`src/rtl/vc_arbiter_ctrl.sv`:
```
// Main-FIFO / virtual-channel / destination controller: thresholds, pop sequencing, VC arbitration and push pipeline.
// Optional round-robin VC arbitration is enabled by defining VC_ARB_ROUND_ROBIN_EN.
module vc_arbiter_ctrl #(
    parameter int DATA_SIZE = 6,
    parameter int THR_SIZE  = 3
) (
    input  logic                 clk,
    input  logic                 reset_L,
    input  logic                 init,
    input  logic [THR_SIZE-1:0]  afMF_in,
    input  logic [THR_SIZE-1:0]  aeMF_in,
    input  logic [THR_SIZE-1:0]  afVC_in,
    input  logic [THR_SIZE-1:0]  aeVC_in,
    input  logic [THR_SIZE-1:0]  afD_in,
    input  logic [THR_SIZE-1:0]  aeD_in,
    output logic [THR_SIZE-1:0]  afMF_o,
    output logic [THR_SIZE-1:0]  aeMF_o,
    output logic [THR_SIZE-1:0]  afVC_o,
    output logic [THR_SIZE-1:0]  aeVC_o,
    output logic [THR_SIZE-1:0]  afD_o,
    output logic [THR_SIZE-1:0]  aeD_o,
    input  logic                 fifo_empty_main,
    input  logic                 fifo_error_main,
    input  logic                 vc0_empty,
    input  logic                 vc1_empty,
    input  logic                 vc0_error,
    input  logic                 vc1_error,
    input  logic                 vc0_pause,
    input  logic                 vc1_pause,
    input  logic [DATA_SIZE-1:0] vc0_head,
    input  logic [DATA_SIZE-1:0] vc1_head,
    input  logic                 d0_pause,
    input  logic                 d1_pause,
    input  logic                 d0_empty,
    input  logic                 d1_empty,
    input  logic                 d0_error,
    input  logic                 d1_error,
    output logic                 pop_main,
    output logic                 pop_vc0,
    output logic                 pop_vc1,
    output logic                 push_d0,
    output logic                 push_d1,
    output logic [DATA_SIZE-1:0] data_d,
    output logic [2:0]           state,
    output logic                 idle_out,
    output logic                 error_out
);

    localparam logic [2:0] ST_RESET  = 3'd0;
    localparam logic [2:0] ST_INIT   = 3'd1;
    localparam logic [2:0] ST_IDLE   = 3'd2;
    localparam logic [2:0] ST_ACTIVE = 3'd3;
    localparam logic [2:0] ST_ERROR  = 3'd4;

    logic [2:0] state_r;
    logic [2:0] next_state_s;
    logic       any_error_s;
    logic       src_empty_s;
    logic       vc0_elig_s;
    logic       vc1_elig_s;
    logic       grant0_s;
    logic       grant1_s;
    logic       unused_s;

    // Destination FIFO empty flags are status-only for this controller.
    assign unused_s    = &{1'b0, d0_empty, d1_empty};
    assign state       = state_r;
    assign any_error_s = fifo_error_main | vc0_error | vc1_error | d0_error | d1_error;
    assign src_empty_s = fifo_empty_main & vc0_empty & vc1_empty;

    // A VC may only pop when the destination named by its head MSB is not paused.
    assign vc0_elig_s = ~vc0_empty & ~(vc0_head[DATA_SIZE-1] ? d1_pause : d0_pause);
    assign vc1_elig_s = ~vc1_empty & ~(vc1_head[DATA_SIZE-1] ? d1_pause : d0_pause);

`ifdef VC_ARB_ROUND_ROBIN_EN
    logic last_grant_r;   // 1: VC1 was granted last, so VC0 is next in line

    // Grant selection: alternate when both VCs compete.
    always_comb begin
        grant0_s = 1'b0;
        grant1_s = 1'b0;
        if (vc0_elig_s && vc1_elig_s) begin
            grant0_s = last_grant_r;
            grant1_s = ~last_grant_r;
        end else begin
            grant0_s = vc0_elig_s;
            grant1_s = vc1_elig_s;
        end
    end

    // Last-grant tracker, updated only when a VC pop is issued.
    always_ff @(posedge clk or negedge reset_L) begin
        if (!reset_L) begin
            last_grant_r <= 1'b1;
        end else if (pop_vc0) begin
            last_grant_r <= 1'b0;
        end else if (pop_vc1) begin
            last_grant_r <= 1'b1;
        end
    end
`else
    // Grant selection: VC0 has strict priority.
    always_comb begin
        grant0_s = vc0_elig_s;
        grant1_s = vc1_elig_s & ~vc0_elig_s;
    end
`endif

    // State register.
    always_ff @(posedge clk or negedge reset_L) begin
        if (!reset_L) begin
            state_r <= ST_RESET;
        end else begin
            state_r <= next_state_s;
        end
    end

    // Next-state logic; init outranks errors, errors outrank going idle.
    always_comb begin
        next_state_s = state_r;
        case (state_r)
            ST_RESET:  next_state_s = ST_INIT;
            ST_INIT:   next_state_s = init ? ST_INIT : ST_IDLE;
            ST_IDLE: begin
                if (init) begin
                    next_state_s = ST_INIT;
                end else if (!src_empty_s) begin
                    next_state_s = ST_ACTIVE;
                end else begin
                    next_state_s = ST_IDLE;
                end
            end
            ST_ACTIVE: begin
                if (init) begin
                    next_state_s = ST_INIT;
                end else if (any_error_s) begin
                    next_state_s = ST_ERROR;
                end else if (src_empty_s && !push_d0 && !push_d1) begin
                    next_state_s = ST_IDLE;
                end else begin
                    next_state_s = ST_ACTIVE;
                end
            end
            ST_ERROR:  next_state_s = init ? ST_INIT : ST_ERROR;
            default:   next_state_s = ST_RESET;
        endcase
    end

    // Combinational pop outputs, only live in ACTIVE.
    always_comb begin
        pop_main = 1'b0;
        pop_vc0  = 1'b0;
        pop_vc1  = 1'b0;
        if (state_r == ST_ACTIVE) begin
            pop_main = ~fifo_empty_main & ~vc0_pause & ~vc1_pause;
            pop_vc0  = grant0_s;
            pop_vc1  = grant1_s;
        end else begin
            pop_main = 1'b0;
            pop_vc0  = 1'b0;
            pop_vc1  = 1'b0;
        end
    end

    // Threshold registers, loaded on every edge that lands in INIT with init high.
    always_ff @(posedge clk or negedge reset_L) begin
        if (!reset_L) begin
            afMF_o <= {THR_SIZE{1'b0}};
            aeMF_o <= {THR_SIZE{1'b0}};
            afVC_o <= {THR_SIZE{1'b0}};
            aeVC_o <= {THR_SIZE{1'b0}};
            afD_o  <= {THR_SIZE{1'b0}};
            aeD_o  <= {THR_SIZE{1'b0}};
        end else if (init && (next_state_s == ST_INIT)) begin
            afMF_o <= afMF_in;
            aeMF_o <= aeMF_in;
            afVC_o <= afVC_in;
            aeVC_o <= aeVC_in;
            afD_o  <= afD_in;
            aeD_o  <= aeD_in;
        end
    end

    // Registered status flags; error is held by the ERROR state and cleared on entering INIT.
    always_ff @(posedge clk or negedge reset_L) begin
        if (!reset_L) begin
            idle_out  <= 1'b0;
            error_out <= 1'b0;
        end else begin
            idle_out  <= (next_state_s == ST_IDLE);
            error_out <= (next_state_s == ST_ERROR);
        end
    end

    // One-cycle push pipeline: the popped head word is routed by its MSB.
    always_ff @(posedge clk or negedge reset_L) begin
        if (!reset_L) begin
            push_d0 <= 1'b0;
            push_d1 <= 1'b0;
            data_d  <= {DATA_SIZE{1'b0}};
        end else if (pop_vc0) begin
            push_d0 <= ~vc0_head[DATA_SIZE-1];
            push_d1 <= vc0_head[DATA_SIZE-1];
            data_d  <= vc0_head;
        end else if (pop_vc1) begin
            push_d0 <= ~vc1_head[DATA_SIZE-1];
            push_d1 <= vc1_head[DATA_SIZE-1];
            data_d  <= vc1_head;
        end else begin
            push_d0 <= 1'b0;
            push_d1 <= 1'b0;
        end
    end

endmodule

```
`config.mk`:
```
export PLATFORM = sky130hd
export DESIGN_NAME = vc_arbiter_ctrl
export DESIGN_NICKNAME = d
export VERILOG_FILES = /design/src/rtl/vc_arbiter_ctrl.sv
export SDC_FILE = /design/constraint.sdc
export NUM_CORES = 1
export LEC_CHECK = 0
export ABC_AREA = 1
export BUFFER_PORTS_ARGS = -buffer_cell sky130_fd_sc_hd__buf_2
export CORE_MARGIN = 2
export CORE_UTILIZATION = 35
export CTS_CLUSTER_SIZE = 25
export DETAILED_ROUTE_END_ITERATION = 7
export GPL_ROUTABILITY_DRIVEN = 0
export PLACE_DENSITY = 0.67
export SETUP_SLACK_MARGIN = 0.15
export SLEW_MARGIN = 15
export SYNTH_ARGS = -nofsm -noshare
export SYNTH_HDL_FRONTEND = slang
export SYNTH_SLANG_ARGS = --single-unit
```
`constraint.sdc`:
```
create_clock -name clk -period 1.3 [get_ports clk]
set_input_delay 0.26 -clock clk [delete_from_list [all_inputs] [get_ports clk]]
set_output_delay 0.26 -clock clk [all_outputs]
set_load 0.01 [all_outputs]
```
==> impl_metrics.env, run 1 <==
export IMPL_layout_setup_ws_ns=-0.176
export IMPL_avgSynthCellArea_um2=8.60
export IMPL_slew_viol_final=0
export IMPL_synth_adder_area_share_pct=0
export IMPL_p_switching_mw=1.57
export IMPL_die_h_um=70.9
export IMPL_core_area_mm2=0.00432
export IMPL_worst_ep_arrival_time_ns=1.69
export IMPL_ctsHtreeMaxLevel=2
export IMPL_diodes=0
export IMPL_grt_setup_unrepaired="yes"
export IMPL_die_area_mm2=0.00502
export IMPL_power_share_switching_pct=36.3
export IMPL_status="finished, violations left"
export IMPL_drive_gt1_share_pct=60.7
export IMPL_grt_pass1_vias=1575
export IMPL_cp_max_fo=5
export IMPL_syn_area_mm2=0.00157
export IMPL_root_buffer="clkbuf_8"
export IMPL_ys_warn_count=0
export IMPL_drc=0
export IMPL_grt_max_degree=20
export IMPL_die_w_um=70.9
export IMPL_viasPerCell=4.63
export IMPL_synth_simple_area_share_pct=40.5
export IMPL_wirelength_mm=4.40
export IMPL_grt_pass1_wl_mm=7.34
export IMPL_tritoncts="done"
export IMPL_overflow=0
export IMPL_setup_viol=29
export IMPL_hold_violations=0
export IMPL_power_leakage_nw=1.49
export IMPL_max_slew_margin_rel_pct=74.1
export IMPL_multi_input_area_um2=887
export IMPL_first_pass_iters=5
export IMPL_synth_xor_area_share_pct=0
export IMPL_violations="negative setup slack"
export IMPL_clock_sinks=31
export IMPL_hold_ws_ns=0.212
export IMPL_peakVddDrop_v=0.00107
export IMPL_clock_latency_ns=0.27
export IMPL_syn_inst=182
export IMPL_numCtsBuffers=5
export IMPL_post_route_period_util_pct=114
export IMPL_worstSetupEndpointType="register"
export IMPL_critPathKind="reg -> reg"
export IMPL_final_antenna_net_count=0
export IMPL_io_buffers=78
export IMPL_antenna_found_initial=0
export IMPL_final_cells=350
export IMPL_placed_cells=315
export IMPL_powerDensity_mw_per_mm2=1600
export IMPL_synth_compound_area_share_pct=2.00
export IMPL_p_int_mw=2.75
export IMPL_synth_area_mux_share_pct=0
export IMPL_row_count=24
export IMPL_fmaxAchievable_mhz=677
export IMPL_fillers=375
export IMPL_synth_top_family_by_area="simple AND/OR/NAND/NOR gates"
export IMPL_dpl_cell_area_mm2=0.00207
export IMPL_path_clk_slew_ns=0.06
export IMPL_seq_area_um2=779
export IMPL_ys_seq_area_share_pct=49.6
export IMPL_ys_seq_elements=31
export IMPL_cp_required_ns=1.51
export IMPL_synth_fp_nets=229
export IMPL_start_util_pct=36.2
export IMPL_maxCapViolations=0
export IMPL_final_area_mm2=0.00271
export IMPL_clkPwrFrac_pct=16.2
export IMPL_via_count=1620
export IMPL_p_comb_share_pct=51.1
export IMPL_clock_path_buffers=2
export IMPL_final_util_pct=62.6
export IMPL_area_growth_pct=73.0
export IMPL_fin_crit_ns=1.48
export IMPL_start_kind="register"
export IMPL_hp_class="in -> reg"
export IMPL_wl_per_cell_um=12.6
export IMPL_drtIter0Drc=110
export IMPL_detailed_place_hpwl_mm=2.73
export IMPL_fin_skew_ns=0.00446
export IMPL_seq_power_share_pct=32.7
export IMPL_ys_types=23
export IMPL_nets=344
export IMPL_track_usage_pct=18.3
export IMPL_tightestPinTransition_ns=0.388
export IMPL_num_io_pins=81
[sequential cells by signal, indices dropped and copies added (netlist names)]
register,count
state,3
push_d1,1
aeD_o,3
idle_out,1
data_d,6
push_d0,1
afMF_o,3
afD_o,3
error_out,1
aeMF_o,3
aeVC_o,3
afVC_o,3
[final cells by class]
class,count,area share (%)
inverter,15,2.26
sequential,31,28.8
multi-input combinational,133,32.8
clock inverter,1,0.185
tap,52,2.40
clock buffer,7,2.82
timing repair buffer,111,30.8
[path summary, 6_finish.rpt]
kind	start	to	slack, ns	depth (start not counted)
max in group asynchronous	reset_L	data_d[1]$_DFFE_PN0P_	0.48	3
min in group asynchronous	reset_L	afMF_o[2]$_DFFE_PN0P_	0.41	2
setup reg to reg	state[1]$_DFF_PN0_	afD_o[0]$_DFFE_PN0P_	-0.18	8
setup / recovery	state[1]$_DFF_PN0_	afD_o[0]$_DFFE_PN0P_	-0.18	8
hold / removal	afVC_in[2]	afVC_o[2]$_DFFE_PN0P_	0.21	3
hold reg to reg	afMF_o[2]$_DFFE_PN0P_	afMF_o[2]$_DFFE_PN0P_	0.47	2
[through the flow]
stage | total power, mW | TNS, ns | setup slack, ns
final | 4.32 | -3.00 | -0.176
after global routing | 4.64 | -4.66 | -0.241
after CTS | 4.19 | -2.69 | -0.184
after detailed placement | 2.75 | 0 | 0.0220
after global placement | 2.72 | 0 | 0.0166
after floorplan | 2.23 | 0 | 0.0367
[cells in the mapped netlist (all sizes together)]
cell type	n	area [µm²]
a21oi	3	15.0
buf	6	67.6
dfrtp	31	776
inv	15	56.3
nand2	79	332
nand3	34	228
nand3b	1	7.51
nor2	7	47.5
nor3	1	5.00
nor4	1	6.26
o21ai	2	10.0
o22ai	1	6.26
or2	1	8.76
[what timing repair did]
item | CTS | global route
resized for setup | 44 | 16
endpoints found under the hold margin | 12 | 0
pin swaps | 12 | 12
cloned | 5 | 1
hold buffers | 1 | 0
setup buffers | 11 | 9
endpoints found under the setup margin | 34 | 37
[layer usage]
layer / routed length [µm] / GRT usage (%) / part of all wire [%]
met5: 0 / 0 / 0
met4: 29 / 4.82 / 0.66
met3: 186 / 3.28 / 4.2
met2: 2280 / 30.4 / 52
met1: 1900 / 24.8 / 43
[worst max-delay path, cell delays in order, from the launching register on]
cell     delay [ns]
dfrtp_2        0.42
buf_4          0.14
or2_4          0.28
nand2_8        0.08
buf_12         0.12
buf_12         0.11
buf_12         0.11
nand3_1        0.07
nand2_1        0.08
[cell families (layout without fill, tap and decap cells)]
| kind of cell | count (synthesis) | after routing |
|---|---|---|
| and+or+nand+nor | 124 | 127 |
| DFF | 31 | 31 |
| buffers and inverters | 21 | 134 |
| AOI/OAI and AO/OA | 6 | 6 |
[power groups by stage]
stage	Sequential [mW]	Clock [mW]	Combinational (mW)
6_report	1.41	0.699	2.21
3_3_place_gp	1.41	0	1.31
3_5_place_dp	1.41	0	1.34
5_1_grt	1.45	0.792	2.40
2_1_floorplan	1.56	0	0.664
4_1_cts	1.41	0.727	2.06
[placed cells by master, fill, tap and decap left out, drive strengths merged]
master / instances
buf: 110
clkinv: 2
o21ai: 2
or2: 1
clkbuf: 7
dfrtp: 31
dlygate4sd3: 1
o22ai: 1
nand2: 82
nand3: 34
a21oi: 3
inv: 14
nand3b: 1
nor4: 1
nor3: 1
nor2: 7
Power figures use the tool's default switching activity.
==> run 2, diff against run 1 <==
--- a/config.mk
+++ b/config.mk
@@ -7,8 +7,8 @@
 export LEC_CHECK = 0
 export ABC_AREA = 1
 export BUFFER_PORTS_ARGS = -buffer_cell sky130_fd_sc_hd__buf_2
-export CORE_MARGIN = 2
 export CORE_UTILIZATION = 35
+export CTS_BUF_LIST = sky130_fd_sc_hd__clkbuf_8
 export CTS_CLUSTER_SIZE = 25
 export DETAILED_ROUTE_END_ITERATION = 7
 export GPL_ROUTABILITY_DRIVEN = 0
==> run 2 against run 1 <==
The run still ends with negative setup slack left. Die area is 5.6% lower. Register-to-register slack better by 0.06 ns. Cell count is 0.57% lower. Non-clock buffer count is 1 higher. Power is 1.5% lower. Global-route usage is 0.93 points higher. Critical path type is now reg -> out. Critical endpoint is now pop_vc1.
==> impl_metrics.env, run 2 (synthesis results as in run 1) <==
export IMPL_timing_reg2reg_setup_slack_ns=-0.12
export IMPL_drive_gt1_share_pct=59.4
export IMPL_hold_violations=0
export IMPL_hp_class="in -> reg"
export IMPL_die_w_um=68.9
export IMPL_placed_cells=316
export IMPL_layout_setup_ws_ns=-0.172
export IMPL_clock_path_buffers=2
export IMPL_worstSetupEndpointType="primary output"
export IMPL_slew_viol_final=0
export IMPL_cp_max_fo=3
export IMPL_holdPathEnd="aeMF_o[0]$_DFFE_PN0P_"
export IMPL_hold_path_depth=3
export IMPL_grt_pass1_wl_mm=6.46
export IMPL_via_count=1599
export IMPL_setup_viol=33
export IMPL_nets=344
export IMPL_hold_ws_ns=0.203
export IMPL_antenna_found_initial=0
export IMPL_diodes=0
export IMPL_grt_max_degree=19
export IMPL_critPathKind="reg -> out"
export IMPL_start_kind="register"
export IMPL_wirelength_mm=4.34
export IMPL_fin_crit_ns=1.47
export IMPL_peakVddDrop_v=0.000758
export IMPL_area_growth_pct=71.5
export IMPL_tritoncts="done"
export IMPL_track_usage_pct=19.2
export IMPL_root_buffer="clkbuf_8"
export IMPL_final_antenna_net_count=0
export IMPL_maxCapViolations=0
export IMPL_wl_per_cell_um=12.5
export IMPL_max_slew_margin_rel_pct=73.6
export IMPL_rr_startpoint="state[2]$_DFF_PN0_"
export IMPL_power_leakage_nw=1.48
export IMPL_regMostFlops="data_d"
export IMPL_overflow=0
export IMPL_io_buffers=78
export IMPL_dpl_cell_area_mm2=0.00209
export IMPL_drc=0
export IMPL_fin_skew_ns=0.00492
export IMPL_worst_ep_arrival_time_ns=1.21
export IMPL_row_count=23
export IMPL_rr_worst_depth=9
export IMPL_status="finished, violations left"
export IMPL_grt_pass1_vias=1377
export IMPL_clock_sinks=31
export IMPL_viasPerCell=4.59
export IMPL_dp_slack_ns=0.0363
export IMPL_path_clk_slew_ns=0.07
export IMPL_die_area_mm2=0.00474
export IMPL_rr_endpoint="aeD_o[0]$_DFFE_PN0P_"
export IMPL_clock_latency_ns=0.28
export IMPL_largest_register_ffs=6
export IMPL_ctsHtreeMaxLevel=2
export IMPL_fmaxAchievable_mhz=679
export IMPL_violations="negative setup slack"
export IMPL_powerDensity_mw_per_mm2=1580
export IMPL_numCtsBuffers=5
export IMPL_mostFrequentLayoutCell="buf_2"
export IMPL_total_power_mw=4.26
export IMPL_drtIter0Drc=49
export IMPL_grt_setup_unrepaired="yes"
export IMPL_final_area_mm2=0.00269
export IMPL_tightestPinTransition_ns=0.397
export IMPL_core_area_mm2=0.00414
export IMPL_detailed_place_hpwl_mm=2.66
export IMPL_final_cell_mix="buf_2, nand2_1, dfrtp_1"
export IMPL_die_h_um=68.9
export IMPL_final_cells=348
export IMPL_num_io_pins=81
export IMPL_hp_start="aeMF_in[0]"
export IMPL_first_pass_iters=4
export IMPL_cp_required_ns=1.04
export IMPL_post_route_period_util_pct=113
export IMPL_start_util_pct=37.8
-- run 2: layout make-up --
class	count	area, µm²
multi-input combinational	132	883
inverter	15	58.8
timing repair buffer	112	820
sequential	31	779
fill	383	1460
clock inverter	3	12.5
clock buffer	5	68.8
tap	50	62.6
-- run 2: power breakdown --
| group | switching, mW | leakage (nW) | internal [mW] | total, mW |
|---|---|---|---|---|
| sequential | 0.159 | 0.384 | 1.24 | 1.40 |
| combinational | 1.04 | 1.05 | 1.10 | 2.14 |
| clock | 0.353 | 0.0505 | 0.359 | 0.712 |
| total | 1.55 | 1.48 | 2.70 | 4.26 |
-- run 2: worst max path at each step --
stage | start | to | slack [ns]
2_1_floorplan | state[2]$_DFF_PN0_ | pop_main | 0.04
3_3_place_gp | vc0_head[5] | pop_vc0 | 0.03
3_5_place_dp | vc0_head[5] | pop_vc0 | 0.04
4_1_cts | state[2]$_DFF_PN0_ | pop_vc1 | -0.21
5_1_grt | state[2]$_DFF_PN0_ | pop_vc1 | -0.25
6_report | state[2]$_DFF_PN0_ | pop_vc1 | -0.17
-- run 2: repair_timing --
item                       4_1_cts  5_1_grt
setup endpoints to repair       34       37
setup buffers                   13        5
gates resized for setup         33       22
hold endpoints to repair        13        0
hold buffers                     1        0
pin swaps                       12       12
gates cloned                     5        0
-- run 2: stage by stage --
stage                     util (%)  setup TNS (ns)
after floorplan                  -               0
after detailed placement      50.4               0
final                         64.8           -3.15
after CTS                     61.5           -3.36
after global routing          64.8           -5.44
after global placement        50.4               0
-- run 2: critical path, stage by stage, from the launching register on --
cell and delay [ns]:
dfrtp_2 0.41, inv_2 0.07, nand3_4 0.10, nor2_4 0.12, nand3_4 0.07, inv_2 0.06, buf_6 0.09
-- run 2: layer usage --
| metal | track usage [%] | share of wire, % | vias to the layer above |
|---|---|---|---|
| met4 | 5.36 | 0.92 | 0 |
| li1 | - | - | 808 |
| met3 | 6.58 | 4.0 | 5 |
| met1 | 24.4 | 43 | 742 |
| met5 | 0 | 0 | - |
| met2 | 30.9 | 52 | 44 |
